<file path="src/rtl/alu_seq_core.sv">
// rtl/alu_seq_core.sv - sequential ALU with valid/ready handshake; optional shift-add MUL under ALU_MUL_EN
module alu_seq_core #(
    parameter int WIDTH = 7
) (
    input  logic             clk,
    input  logic             rst,
    input  logic             in_valid,
    output logic             in_ready,
    input  logic [2:0]       op,
    input  logic [WIDTH-1:0] a,
    input  logic [WIDTH-1:0] b,
    output logic             out_valid,
    input  logic             out_ready,
    output logic [WIDTH-1:0] result,
    output logic             carry,
    output logic             zero,
    output logic             err
);

    localparam logic [1:0] S_IDLE = 2'd0;
    localparam logic [1:0] S_EXEC = 2'd1;
    localparam logic [1:0] S_MUL  = 2'd2;
    localparam logic [1:0] S_DONE = 2'd3;

    localparam logic [2:0] OP_AND = 3'b000;
    localparam logic [2:0] OP_OR  = 3'b001;
    localparam logic [2:0] OP_XOR = 3'b010;
    localparam logic [2:0] OP_ADD = 3'b011;
    localparam logic [2:0] OP_SUB = 3'b100;
    localparam logic [2:0] OP_SHL = 3'b101;
    localparam logic [2:0] OP_SHR = 3'b110;
    localparam logic [2:0] OP_MUL = 3'b111;

    // shift amounts at or above this value flush the operand to zero
    localparam logic [WIDTH-1:0] W_VAL = WIDTH[WIDTH-1:0];

    logic [1:0]       state;
    logic [2:0]       op_q;
    logic [WIDTH-1:0] a_q;
    logic [WIDTH-1:0] b_q;

    logic [WIDTH-1:0] exec_res;
    logic             exec_carry;
    logic             exec_err;
    logic [WIDTH:0]   sum;
    logic [WIDTH:0]   diff;

    assign in_ready  = (state == S_IDLE);
    assign out_valid = (state == S_DONE);

`ifdef ALU_MUL_EN
    localparam int CNT_W = $clog2(WIDTH);
    localparam logic [CNT_W-1:0] MUL_LAST = CNT_W'(WIDTH - 1);

    logic [2*WIDTH-1:0] acc;
    logic [2*WIDTH-1:0] mcand;
    logic [2*WIDTH-1:0] acc_next;
    logic [WIDTH-1:0]   mplier;
    logic [CNT_W-1:0]   cnt;

    assign acc_next = acc + (mplier[0] ? mcand : '0);

    // shift-add multiplier: one multiplier bit consumed per MUL cycle
    always_ff @(posedge clk or posedge rst) begin
        if (rst) begin
            acc    <= '0;
            mcand  <= '0;
            mplier <= '0;
            cnt    <= '0;
        end else if (state == S_IDLE && in_valid && op == OP_MUL) begin
            acc    <= '0;
            mcand  <= {{WIDTH{1'b0}}, a};
            mplier <= b;
            cnt    <= '0;
        end else if (state == S_MUL) begin
            acc    <= acc_next;
            mcand  <= mcand << 1;
            mplier <= mplier >> 1;
            cnt    <= cnt + 1'b1;
        end
    end
`endif

    assign sum  = {1'b0, a_q} + {1'b0, b_q};
    assign diff = {1'b0, a_q} - {1'b0, b_q};

    // single-cycle datapath for every opcode handled in EXEC
    always_comb begin
        exec_res   = '0;
        exec_carry = 1'b0;
        exec_err   = 1'b0;
        case (op_q)
            OP_AND: exec_res = a_q & b_q;
            OP_OR:  exec_res = a_q | b_q;
            OP_XOR: exec_res = a_q ^ b_q;
            OP_ADD: begin
                exec_res   = sum[WIDTH-1:0];
                exec_carry = sum[WIDTH];
            end
            OP_SUB: begin
                exec_res   = diff[WIDTH-1:0];
                exec_carry = (a_q < b_q);
            end
            OP_SHL: exec_res = (b_q >= W_VAL) ? '0 : (a_q << b_q);
            OP_SHR: exec_res = (b_q >= W_VAL) ? '0 : (a_q >> b_q);
            default: begin
`ifdef ALU_MUL_EN
                exec_err = 1'b0;
`else
                exec_err = 1'b1;
`endif
            end
        endcase
    end

    // control FSM, operand capture and result registers (loaded only on entry to DONE)
    always_ff @(posedge clk or posedge rst) begin
        if (rst) begin
            state  <= S_IDLE;
            op_q   <= '0;
            a_q    <= '0;
            b_q    <= '0;
            result <= '0;
            carry  <= 1'b0;
            zero   <= 1'b0;
            err    <= 1'b0;
        end else begin
            case (state)
                S_IDLE: begin
                    if (in_valid) begin
                        op_q <= op;
                        a_q  <= a;
                        b_q  <= b;
`ifdef ALU_MUL_EN
                        state <= (op == OP_MUL) ? S_MUL : S_EXEC;
`else
                        state <= S_EXEC;
`endif
                    end
                end
                S_EXEC: begin
                    state  <= S_DONE;
                    result <= exec_res;
                    carry  <= exec_carry;
                    zero   <= (exec_res == '0);
                    err    <= exec_err;
                end
                S_MUL: begin
`ifdef ALU_MUL_EN
                    if (cnt == MUL_LAST) begin
                        state  <= S_DONE;
                        result <= acc_next[WIDTH-1:0];
                        carry  <= |acc_next[2*WIDTH-1:WIDTH];
                        zero   <= (acc_next[WIDTH-1:0] == '0);
                        err    <= 1'b0;
                    end
`else
                    state <= S_IDLE;
`endif
                end
                S_DONE: begin
                    if (out_ready) begin
                        state <= S_IDLE;
                    end
                end
                default: state <= S_IDLE;
            endcase
        end
    end

endmodule

</file>
<file path="config.mk">
export PLATFORM = sky130hd
export DESIGN_NAME = alu_seq_core
export DESIGN_NICKNAME = d
export VERILOG_FILES = /design/src/rtl/alu_seq_core.sv
export SDC_FILE = /design/constraint.sdc
export NUM_CORES = 1
export LEC_CHECK = 0
export BUFFER_PORTS_ARGS = -buffer_cell sky130_fd_sc_hd__buf_2
export CAP_MARGIN = 20
export CORE_MARGIN = 8
export CORE_UTILIZATION = 45
export DETAILED_ROUTE_END_ITERATION = 6
export GPL_TIMING_DRIVEN = 0
export PLACE_DENSITY = 0.61
export SLEW_MARGIN = 5
export SYNTH_ARGS = -nofsm -noshare
export SYNTH_HDL_FRONTEND = slang
export SYNTH_SLANG_ARGS = --single-unit
</file>
<file path="constraint.sdc">
create_clock -name clk -period 5.06 [get_ports clk]
set_input_delay 0.506 -clock clk [delete_from_list [all_inputs] [get_ports clk]]
set_output_delay 0.506 -clock clk [all_outputs]
set_load 0.005 [all_outputs]
</file>
### After elaboration in Yosys (flattened, before gate mapping)

Cells that the tools add are included.

| word-level totals | value |
|---|---|
| register bits after elaboration | 29 |
| word-level logic and storage cells | 42 |

| operators by class | value |
|---|---|
| add/sub/neg operators | 2 |
| magnitude comparators | 2 |
| equality and inequality tests | 11 |
| shift operators | 2 |
| multiplexer cells | 8 |
| bitwise logic cells | 3 |
| reduce and logical (&&, ||, !) cells | 6 |

Operator list:

| kind | count |
|---|---|
| $pmux 7 s7 | 1 |
| $mux 7 | 2 |
| $eq 3x3->1 const B | 3 |
| $add 7x7->8 | 1 |
| $pmux 2 s4 | 1 |
| $and 7x7->7 | 1 |
| $ge 7x3->1 const B | 1 |
| $logic_not 7->1 | 1 |
| $lt 7x7->1 | 1 |
| $or 7x7->7 | 1 |
| $reduce_or 7->1 | 1 |
| $shl 7x7->7 | 1 |
| $shr 7x7->7 | 1 |
| $sub 7x7->7 | 1 |
| $xor 7x7->7 | 1 |
| $eq 3x2->1 const B | 2 |
| $eq 2x2->1 const B | 2 |
| $mux 2 | 2 |
| $reduce_and 2->1 | 2 |
| $eq 3x1->1 const B | 1 |
| $logic_not 3->1 | 1 |
| $eq 2x1->1 const B | 1 |
| $logic_not 2->1 | 1 |
| $ne 2x1->1 const B | 1 |
| other kinds (3) | 3 |

### Depth between registers and ports, before layout

| logic depth | value |
|---|---|
| depth in word-level cells | 4 |
| depth in mapped cells | 11 |

### Least setup slack after synthesis

Ideal clock, no wire load.

| timing | value |
|---|---|
| path kind | reg-to-reg |
| from | register b_q[1] |
| to | register zero |
| data arrival time | 2.376 ns |
| setup slack | 2.617 ns |
| cell stages (with the launch flop) | 12 |
| path buffers | 2 |
| period minus slack after synthesis | 2.443 ns |
| cells stage by stage | dfrtp_1 > buf_6 > buf_6 > inv_1 > ha_1 > a21oi_1 > o21bai_1 > a221o_1 > a22o_1 > a21oi_1 > and4_1 > a32o_1 |

| on the way | value |
|---|---|
| longest elaborated chain between the ends | 4 |
| elaborated cells on any way between the ends | 12 |
| classes of those cells | add/sub (2); order compare (1); shift (2); mux (3); bitwise (3); reduce/logical (1) |

RTL lines:

| element | line | source |
|---|---|---|
| start, declared | 40 | `logic [WIDTH-1:0] b_q;` |
| start signal, assigned | 122 | `b_q <= '0;` |
| start signal, assigned | 133 | `b_q <= b;` |
| $ge 7x3->1, or another cell as far along | 104, 105 |  |
| $mux 7 (on tied branches) | 105, 104 |  |
| $pmux 7 s7 * | 92 | `case (op_q)` |
| $logic_not 7->1 * | 145 | `zero <= (exec_res == '0);` |
| end signal, assigned | 145 |  |
| end, declared | 16 | `output logic zero,` |

Every way passes the cells marked *; elsewhere a longest branch is shown, timed or not.
A chain may end at the register's enable or synchronous reset.

### Worst setup path after layout

| timing | value |
|---|---|
| from | register b_q[2] |
| to | register zero |

Same word-level chain as after synthesis.

==> metrics.txt <==
outcome finished, final reports clean; Synth top area share 0.287; Post-layout nets 379; Static Leakage 1.33 nW; Hold Vio Cnt, Final 0; minimum clock period 3.00 ns; Post-Synthesis Net Count 339; Post-synth ARST share 1.00; max-slew violation count 0; commonest non-fill, non-tap cell in the layout buf_2; crit path DAT 3.23 ns; headroom to the max-slew limit 0.515; Worst-path clk slew 0.07 ns; Layout Utilization 0.531; DP HPWL 5770 um; Gate Count Post-Synth 294; synthesized area 2530 um2; DRC Markers 0; Area Overhead vs Synth 15.0%; area leader, netlist dfrtp_1; worst slack, placed 2.14 ns; share of post-route cells with drive strength above 1 0.197; pin count of the biggest net entering global routing 19; Power Total 2.21 mW; pwr dens 759 nW/um2; global-route wire length before repair 12,200 um; Final ANT Viol Nets 0; #FFs+latches synth 29; Total GRT Usage 0.183; min-delay worst type primary input to asynchronous set/reset pin; CTS tree done; initial antenna violation count 0; CP Class flop to flop; cts repair resizes 0; Core Footprint 5470 um2; Clock Latency Late Sink 0.29 ns; yosys warns 0; total grt overflow 0; total CTS buffers 5; Root Driver clkbuf_8; Clock Skew 0.00291 ns; clk sinks 29; Syn Area/Cell 8.60 um2; ranking of synthesized cells by area dfrtp_1, ha_1, o21ai_0; # H-tree levels 2; Vias/cell 5.84; DR vias 2,378; antenna fix cells 0; CTS Hold Buffers Added 0; Worst Path Max Fanout 10; 1st-iter DRT viols 162; CP required 5.29 ns; Core Rows 27; Max-cap violations 0; Die ar. 8270 um2; Crit. End Element flop; Die Wd 90.9 um; port bufs 32; Post-synth EDFFs 0; register area share after synthesis 0.287; DR WL/cell 18.1 um; Tcrit/Tclk final 0.593; Worst setup SP type flop; Placer Congestion 0.938; postcts setup bufs 0; setup ws final 2.06 ns; Pre-antenna DRT Iters 5; commonest register cell after synthesis dfrtp_1; worst slew pin tran 0.721 ns; vias in the first global route 2,299; most frequent cells in the layout buf_2, o21ai_0, dfrtp_1; final setup fails 0; num ports 33; clk buf depth 2; Max VDD drop 0.266 mV; Die Y 90.9 um; setup TNS 0 ns; setup repair after global routing missed its margin false; Distinct cells, synth 59; final wirelength 7360 um; Hold WS 0.254 ns; Initial Util 0.462; f_max 0.333 GHz
[area by class of cell]
type,count,area (um2)
plain buffers,16,90.1
well taps,72,90.1
fillers,557,2570
repair buffers,33,188
clock buffers,7,96.3
clock inverters,1,5.00
inverters,23,86.3
multi-input cells,226,1630
flip-flops and latches,29,726
[path summary, 6_finish.rpt]
check / startpoint / to / slack, ns / cells after the start
max: b_q[2] / zero / 2.06 / 9
min: rst / a_q[1] / 0.25 / 2
max reg2reg: b_q[2] / zero / 2.06 / 9
min reg2reg: result[0] / result[0] / 0.48 / 2
max in group asynchronous: rst / op_q[2] / 4.32 / 3
min in group clk: b[3] / b_q[3] / 0.41 / 3
[kinds of logic (layout without fill, tap and decap cells)]
| kind of cell | count (synthesis) | count (layout) | synth area share |
|---|---|---|---|
| compound gates | 104 | 104 | 0.271 |
| xor+xnor | 4 | 4 | 0.0139 |
| fa+ha+maj | 24 | 24 | 0.125 |
| buf+inv | 39 | 80 | 0.0698 |
| flops | 29 | 29 | 0.287 |
| mux | 13 | 13 | 0.0619 |
| simple gates | 81 | 81 | 0.171 |
[layer usage]
metal | vias up | GRT usage | wire length [um]
met3 | 8 | 0.0370 | 519
met5 | - | 0 | 0
met4 | 0 | 0.0682 | 106
met2 | 85 | 0.283 | 3360
li1 | 1151 | - | -
met1 | 1134 | 0.245 | 3380
[state kept, by name, indices dropped and copies added (netlist names)]
| signal | cells |
|---|---|
| result | 7 |
| err | 1 |
| a_q | 7 |
| state | 2 |
| carry | 1 |
| zero | 1 |
| op_q | 3 |
| b_q | 7 |
[metrics by stage]
stage	std cells	cell area, um2
6_report	407	2910
5_1_grt	407	2910
4_1_cts	407	2910
3_5_place_dp	399	2810
3_3_place_gp	398	2780
2_1_floorplan	294	2530
[report_power, final]
group / switching, mW / internal (mW)
Sequential: 0.134 / 0.344
Clock: 0.0997 / 0.123
Combinational: 0.889 / 0.616
[worst max-delay path, cell delays in order (launching register included)]
cell	delay [ns]
dfrtp_1	0.43
clkbuf_1	0.38
inv_1	0.22
ha_1	0.42
inv_1	0.09
o31ai_1	0.39
o221ai_1	0.20
a211oi_1	0.39
and4_1	0.26
a32o_1	0.16
[Yosys cell counts (3+ instances only)]
cell	instances
a221o_1	3
a22o_1	3
nor2b_1	3
a31oi_1	7
nor2_1	18
ha_1	22
buf_2	6
dfrtp_1	29
clkbuf_1	5
nand3_1	4
o22ai_1	7
o21bai_1	3
nand2_1	28
a21oi_1	20
a22oi_1	4
nand2b_1	9
mux2i_1	10
o31ai_1	4
inv_1	22
o21ai_0	30
No activity file was read; power rests on OpenSTA's default activity.
